File: src/rtl/hazard_pkg.sv
// Shared types and encodings for the hazard/forwarding unit: forward-select
// codes, the zero register, and the per-stage tracking records.
package hazard_pkg;

   localparam logic [1:0] FWD_NONE  = 2'd0;
   localparam logic [1:0] FWD_WB    = 2'd1;
   localparam logic [1:0] FWD_EXMEM = 2'd2;
   localparam logic [4:0] REG_ZERO  = 5'd0;

   // Instruction sitting in EX: memread distinguishes loads for load-use.
   typedef struct packed {
      logic       valid;
      logic [4:0] rd;
      logic       regwrite;
      logic       memread;
   } stage_info_t;

   // MEM only needs write-back identity; its load data is already forwardable.
   typedef struct packed {
      logic       valid;
      logic [4:0] rd;
      logic       regwrite;
   } mem_info_t;

   // Nearest producer wins: EX/MEM result is newer than the WB value.
   function automatic logic [1:0] fwd_sel(input logic ex_hit, input logic mem_hit);
      if (ex_hit)
         return FWD_EXMEM;
      else if (mem_hit)
         return FWD_WB;
      else
         return FWD_NONE;
   endfunction

endpackage

File: src/rtl/hazard_match.sv
// One producer/consumer comparison: does the tracked stage write the register
// the ID instruction reads? Register 0 is hardwired and never matches.
module hazard_match
   import hazard_pkg::*;
(
   input  logic       valid,
   input  logic [4:0] rd,
   input  logic       regwrite,
   input  logic [4:0] src,
   input  logic       uses,
   output logic       hit
);

   assign hit = valid & regwrite & (rd != REG_ZERO) & uses & (src == rd);

endmodule

File: src/rtl/hazard_forward_unit.sv
// Registered EX operand-forward selects plus load-use / branch-in-ID stall
// control, tracking the instructions currently in EX and MEM.
module hazard_forward_unit
   import hazard_pkg::*;
#(
   parameter int CNT_W = 32
) (
   input  logic             clk,
   input  logic             rst,
   input  logic             id_valid,
   input  logic [4:0]       id_rs,
   input  logic [4:0]       id_rt,
   input  logic             id_uses_rs,
   input  logic             id_uses_rt,
   input  logic             id_is_branch,
   input  logic             id_regwrite,
   input  logic             id_memread,
   input  logic [4:0]       id_rd,
   input  logic             mem_busy,
   output logic [1:0]       forwardOp1,
   output logic [1:0]       forwardOp2,
   output logic             stall,
   output logic             bubble,
   output logic [CNT_W-1:0] stall_count
);

   stage_info_t ex_q;
   mem_info_t   mem_q;
   logic        hit_ex_rs, hit_ex_rt, hit_mem_rs, hit_mem_rt;
   logic        load_use, branch_haz, hazard, advance;

   hazard_match u_ex_rs (
      .valid(ex_q.valid), .rd(ex_q.rd), .regwrite(ex_q.regwrite),
      .src(id_rs), .uses(id_uses_rs), .hit(hit_ex_rs)
   );
   hazard_match u_ex_rt (
      .valid(ex_q.valid), .rd(ex_q.rd), .regwrite(ex_q.regwrite),
      .src(id_rt), .uses(id_uses_rt), .hit(hit_ex_rt)
   );
   hazard_match u_mem_rs (
      .valid(mem_q.valid), .rd(mem_q.rd), .regwrite(mem_q.regwrite),
      .src(id_rs), .uses(id_uses_rs), .hit(hit_mem_rs)
   );
   hazard_match u_mem_rt (
      .valid(mem_q.valid), .rd(mem_q.rd), .regwrite(mem_q.regwrite),
      .src(id_rt), .uses(id_uses_rt), .hit(hit_mem_rt)
   );

   // Branches compare register-file values in ID, so any in-flight producer
   // must drain; ALU consumers only wait on a load still in EX.
   assign load_use   = id_valid & ~id_is_branch & ex_q.memread & (hit_ex_rs | hit_ex_rt);
   assign branch_haz = id_valid & id_is_branch &
                       (hit_ex_rs | hit_ex_rt | hit_mem_rs | hit_mem_rt);
   assign hazard     = load_use | branch_haz;
   assign stall      = mem_busy | hazard;
   assign bubble     = hazard & ~mem_busy;
   assign advance    = ~mem_busy;

   always_ff @(posedge clk) begin
      if (rst) begin
         ex_q       <= '0;
         mem_q      <= '0;
         forwardOp1 <= FWD_NONE;
         forwardOp2 <= FWD_NONE;
      end else if (advance) begin
         mem_q <= '{valid: ex_q.valid, rd: ex_q.rd, regwrite: ex_q.regwrite};
         if (bubble)
            ex_q <= '0;
         else
            ex_q <= '{valid: id_valid, rd: id_rd, regwrite: id_regwrite, memread: id_memread};
         if (bubble || !id_valid) begin
            forwardOp1 <= FWD_NONE;
            forwardOp2 <= FWD_NONE;
         end else begin
            forwardOp1 <= fwd_sel(hit_ex_rs, hit_mem_rs);
            forwardOp2 <= fwd_sel(hit_ex_rt, hit_mem_rt);
         end
      end
   end

   always_ff @(posedge clk) begin
      if (rst)
         stall_count <= '0;
      else if (stall && stall_count != {CNT_W{1'b1}})
         stall_count <= stall_count + CNT_W'(1);
   end

endmodule

File: config.mk
export PLATFORM = sky130hd
export DESIGN_NAME = hazard_forward_unit
export DESIGN_NICKNAME = d
export VERILOG_FILES = /design/src/rtl/hazard_pkg.sv /design/src/rtl/hazard_match.sv /design/src/rtl/hazard_forward_unit.sv
export SDC_FILE = /design/constraint.sdc
export NUM_CORES = 1
export LEC_CHECK = 0
export CORE_ASPECT_RATIO = 1.2
export CORE_MARGIN = 2
export CORE_UTILIZATION = 34
export CTS_CLUSTER_SIZE = 10
export DETAILED_ROUTE_END_ITERATION = 8
export DONT_BUFFER_PORTS = 1
export SYNTH_ARGS = -nofsm -noshare
export SYNTH_HDL_FRONTEND = slang
export SYNTH_HIERARCHICAL = 1
export SYNTH_SLANG_ARGS = --single-unit
File: constraint.sdc
create_clock -name clk -period 2.49 [get_ports clk]
set_input_delay 0.249 -clock clk [delete_from_list [all_inputs] [get_ports clk]]
set_output_delay 0.249 -clock clk [all_outputs]
set_load 0.02 [all_outputs]
==> results of run 1 <==
[final cells by class]
class / instances / area, um^2
Timing Repair Buffer: 38 / 313
Tap cell: 90 / 113
Clock inverter: 2 / 12.5
Inverter: 14 / 52.6
Fill cell: 743 / 4200
Sequential cell: 51 / 1030
Clock buffer: 6 / 72.6
Multi-Input combinational cell: 237 / 1520
[what timing repair did]
item,4_1_cts,5_1_grt
pin swaps,0,2
hold endpoints to repair,30,0
hold buffers,7,0
endpoints found under the setup margin,1,28
setup buffers,0,1
gates resized for setup,1,14
gates cloned,0,1
[critical path, delay by kind of cell (launching register included)]
family,cells,cell delay (ns)
and+or+nand+nor,1,0.24
AOI/OAI and AO/OA,3,0.79
buffers and inverters,3,0.45
DFF,1,0.35
[power by group]
part | internal [mW] | leakage (nW) | switching, mW
Clock | 0.198 | 0.0412 | 0.293
Combinational | 0.0662 | 0.562 | 0.0696
Sequential | 0.833 | 0.416 | 0.0228
Total | 1.10 | 1.02 | 0.385
[flip-flops by register name, summed over array words and instances (netlist names)]
signal	count
ex_q	8
mem_q	7
stall_count	32
forwardOp1	2
forwardOp2	2
[per-stage QoR]
stage                     cell area [um^2]  setup slack [ns]  utilization
final                                 3120             0.104        0.426
after global routing                  3120           0.00391        0.426
after CTS                             3050            0.0354        0.417
after detailed placement              2880            0.0522        0.394
after global placement                2880             0.103        0.394
after floorplan                       2580             0.154            -
[how the worst max path moves through the flow]
| stage | to | slack (ns) |
|---|---|---|
| 6_report | stall | 0.10 |
| 5_1_grt | stall_count[21]$_SDFFE_PP0P_ | 0.004 |
| 4_1_cts | stall_count[21]$_SDFFE_PP0P_ | 0.04 |
| 3_5_place_dp | stall_count[21]$_SDFFE_PP0P_ | 0.05 |
| 3_3_place_gp | stall_count[21]$_SDFFE_PP0P_ | 0.10 |
| 2_1_floorplan | stall_count[20]$_SDFFE_PP0P_ | 0.15 |
[placed cells by master, fill, tap and decap left out, types with 3 or more instances in the layout]
cell | synthesis | routed
dfxtp_1 | 51 | 45
nor2_1 | 34 | 34
buf_4 | 0 | 31
a21oi_1 | 28 | 28
xnor2_1 | 20 | 20
nand3_1 | 16 | 16
o21ai_0 | 16 | 15
nand4_1 | 14 | 14
nand2_1 | 14 | 14
or3_1 | 14 | 14
inv_1 | 14 | 13
or4_1 | 9 | 9
a22oi_1 | 9 | 9
o31ai_1 | 7 | 7
mux2i_1 | 7 | 7
dfxtp_2 | 0 | 6
dlygate4sd3_1 | 0 | 6
and3_1 | 5 | 5
clkbuf_8 | 0 | 5
o41ai_1 | 6 | 4
a211oi_2 | 0 | 4
nand2b_1 | 3 | 3
nor3_1 | 3 | 3
a31o_2 | 3 | 3
[logic make-up (layout without fill, tap and decap cells)]
group                    Yosys count  in the layout  share of synthesized area
adder cells (fa/ha/maj)            1              1                    0.00484
XOR/XNOR                          20             20                     0.0678
AO/OA/AOI/OAI                     83             84                      0.208
buffers and inverters             24             60                     0.0353
flip-flops                        51             51                      0.395
AND/OR/NAND/NOR                  124            124                      0.258
multiplexers                       8              8                     0.0315
[per-layer routing]
layer	track usage	vias up	share of wire
met5	0	-	0
met4	0.0571	0	0.017
met3	0.0481	10	0.063
met2	0.338	69	0.52
met1	0.202	1220	0.40
li1	-	1229	-
==> results.toml, run 1 <==
[global_route]
grt_pass1_vias = 2439
grt_antenna_before_repair = 0
grt_usage = 0.182
grt_max_degree = 31
grt_overflow_total = 0
grt_first_pass_wirelength_um = 12200

[yosys]
synth_top_cell_area_share = 0.395
synth-edff-count = 0
synthTopCellsByCount = "51 x dfxtp_1, 34 x nor2_1, 28 x a21oi_1, 20 x xnor2_1"
yosysMostFrequentCell = "dfxtp_1"
ys_types = 43
synthTopCellsByArea = "dfxtp_1 40%, xnor2_1 6.8%, a21oi_1 5.4%"
synth_top_cell_by_area = "dfxtp_1"
synthCells = 311
synth_warnings = 6
seq_area_frac_synth = 0.395
synthArstFlopShare = 0
syn_area_mm2 = 0.00258
syn-num-nets = 336
yosys_register_bits = 51
synth_ff_type = "dfxtp_1"
avgSynthCellArea_um2 = 8.31

[placed_design]
gp_congestion = 0.869
hpwl_um = 5140
port-buffer-count = 0
dp_cells = 421

[clocking]
insertion_delay_ns = 0.31
cts_tree = "yes"
cts.sinks = 51
cts_buffer_depth = 2
clkTransAtPathRegs_ns = 0.09
tritoncts.num_buffers = 5
root_buffer = "clkbuf_8"
htree_levels = 2

[timing]
relSlewSlack = 0.699
timing.final.crit_period_ns = 2.39
clock_skew_ns = 0.0113
rsz0062_at_grt = "false"
tns_ns = 0
fmaxAchievable_mhz = 419
final_hold_viol_count = 0
hold_slack_ns = 0.0113
worstMarginPinSlew_ns = 0.447
setup_viol = 0
period_share = 0.958
final_max_slew_viol_count = 0

[layout]
areaGrowthSynthToFinish_pct = 20.6
instances_no_fill = 438
fin_nets = 372
drive_gt1_frac = 0.178
n_antenna_cell = 0

[setup_path]
crit_chain = "buf_4, o41ai_1, a211oi_2, nor3_1, o2bb2ai_2, inv_2, buf_4"
criticalPathCategory = "reg2out"
rr_endpoint = "stall_count[21]$_SDFFE_PP0P_"
rr_worst_depth = 8
critPathMaxFanout = 6
startpoint = "ex_q[4]$_SDFFE_PP0N_"
crit_path_top_delay_cell = "o41ai_1"
crit_path_start_kind = "flop"
crit_path_frequent_cell = "buf_4"
required_ns = 2.24
crit_path_end_kind = "output pin"
r2r_start = "ex_q[5]$_SDFFE_PP0N_"
critPathMaxStageDelay_ns = 0.41
r2r_slack_ns = 0.15
crit_arrival_ns = 2.14

[min_path]
hold-path-cell-count = 1
hold_class = "in2reg"
worstHoldStart = "rst"
hold_path_end = "forwardOp1[0]$_SDFFE_PP0N_"

[floorplan]
core_mm2 = 0.00732
die_x_um = 83.6
dieArea_mm2 = 0.00832
dieHeight_um = 99.5
rows = 34
io_pins = 62
start_util = 0.353

[pwr]
peakVddDrop_v = 0.000230
leakagePower_nw = 1.02
power_mw = 1.48
cellPowerDensity_mw_per_mm2 = 475

[job]
drv_cap = 0

[run_status]
status = "completed"

[detailed_routing]
totalWireLength_um = 7680
drtAntennaViolNets = 0
vias = 2528
first_pass_iters = 4
drt_iter0_markers = 115
drc = 0
vias_per_cell = 5.77
avgRoutedWirePerCell_um = 17.5
(Power assumes the default switching activity.)
==> run 2, diff against run 1 <==
CTS_BUF_LIST = sky130_fd_sc_hd__clkbuf_4   (was not set)
TNS_END_PERCENT = 100   (was not set)
==> results.toml, run 2 (synthesis gave the netlist of run 1 again) <==
[run_status]
status = "completed"

[detailed_routing]
first_pass_iters = 4
vias = 2502
totalWireLength_um = 7240
drtAntennaViolNets = 0
drc = 0
drt_iter0_markers = 116
vias_per_cell = 5.70
avgRoutedWirePerCell_um = 16.5

[min_path]
hold_class = "in2reg"

[placed_design]
port-buffer-count = 0
hpwl_um = 5140
dpl_cell_area_mm2 = 0.00288
gp_congestion = 0.869

[layout]
regMostFlops = "stall_count"
fin_nets = 373
n_fill_cell = 739
layout_common_cells = "44 x dfxtp_1, 34 x nor2_1, 32 x buf_4"
final_util = 0.428
largest_reg_flops = 32
finish.instance_area_mm2 = 0.00313
regArea_mm2 = 0.00103
multiInputGateArea_mm2 = 0.00156
reg_top3 = "stall_count x32, ex_q x8, mem_q x7"
areaGrowthSynthToFinish_pct = 21.2
layout_commonest_cell = "dfxtp_1"
drive_gt1_frac = 0.192
n_antenna_cell = 0

[clocking]
clkTransAtPathRegs_ns = 0.17
htree_levels = 2
insertion_delay_ns = 0.38
cts.sinks = 51
cts_buffer_depth = 2
tritoncts.num_buffers = 5
root_buffer = "clkbuf_4"
cts_tree = "yes"

[global_route]
grt_first_pass_wirelength_um = 11600
grt_max_degree = 49
grt_pass1_vias = 2389
grt_antenna_before_repair = 0
grt_overflow_total = 0
grt_usage = 0.170

[floorplan]
dieArea_mm2 = 0.00832
core_mm2 = 0.00732
dieHeight_um = 99.5
start_util = 0.353
die_x_um = 83.6
io_pins = 62
rows = 34

[pwr]
peakVddDrop_v = 0.000241
power_mw = 1.39
leakagePower_nw = 1.02
cellPowerDensity_mw_per_mm2 = 444

[job]
drv_cap = 0

[timing]
fmaxAchievable_mhz = 418
final_hold_viol_count = 0
tns_ns = 0
final_max_slew_viol_count = 0
timing.final.crit_period_ns = 2.39
setup_viol = 0
hold_slack_ns = 0.00900
period_share = 0.960
relSlewSlack = 0.703
clock_skew_ns = 0.0230
worstMarginPinSlew_ns = 0.442

[setup_path]
critPathMaxFanout = 6
crit_path_start_kind = "flop"
criticalPathCategory = "reg2out"
crit_path_end_kind = "output pin"
required_ns = 2.24
crit_arrival_ns = 2.14
run 2: cell types whose count changed in the layout (fill, tap and decap cells not counted), sizes merged:
cell | before | now
buf | 32 | 33
run 2: critical path, stage by stage, from the launching register on:
cell and delay (ns):
dfxtp_2 0.37, buf_4 0.16, o41ai_4 0.37, a211oi_2 0.15, nor3_2 0.29, o2bb2ai_4 0.18, inv_2 0.09, buf_4 0.17
run 2: report_power, final:
group	switching, mW	total, mW	internal (mW)
Clock	0.274	0.394	0.121
Sequential	0.0238	0.858	0.834
Combinational	0.0687	0.139	0.0699
run 2: final cells by class:
type                    instances  area share
clock buffers                   6      0.0144
inverters                      14      0.0168
repair buffers                 39       0.102
flip-flops and latches         51       0.329
well taps                      90      0.0360
multi-input cells             237       0.498
clock inverters                 2     0.00400
run 2: per-stage QoR:
step / setup WS, ns / cells
after floorplan: 0.154 / 311
after global placement: 0.103 / 421
after detailed placement: 0.0522 / 421
after CTS: 0.00618 / 435
after global routing: -0.0279 / 439
final: 0.0990 / 439
run 2: worst paths after layout:
check	cells past startpoint	slack (ns)	endpoint	start
hold reg to reg	2	0.54	ex_q[0]$_SDFFE_PP0N_	ex_q[0]$_SDFFE_PP0N_
setup / recovery	7	0.1	stall	ex_q[4]$_SDFFE_PP0N_
hold / removal	2	0.009	mem_q[4]$_SDFFE_PP0N_	mem_busy
setup reg to reg	8	0.14	stall_count[21]$_SDFFE_PP0P_	ex_q[6]$_SDFFE_PP0N_
run 2: what timing repair did:
action                     4_1_cts  5_1_grt
pin swaps                        0        4
gates resized for setup          1       19
setup buffers                    0        2
setup endpoints to repair        5       24
hold buffers                     6        1
cloned                           0        1
hold endpoints to repair        48        1
run 2: routing by layer:
metal  part of all wire  track usage  vias up  wire length [um]
met5                  0            0        -                 0
met1               0.40        0.191     1197              2880
met3              0.059       0.0506       10               427
met4              0.013       0.0459        0                95
li1                   -            -     1236                 -
met2               0.53        0.312       59              3830
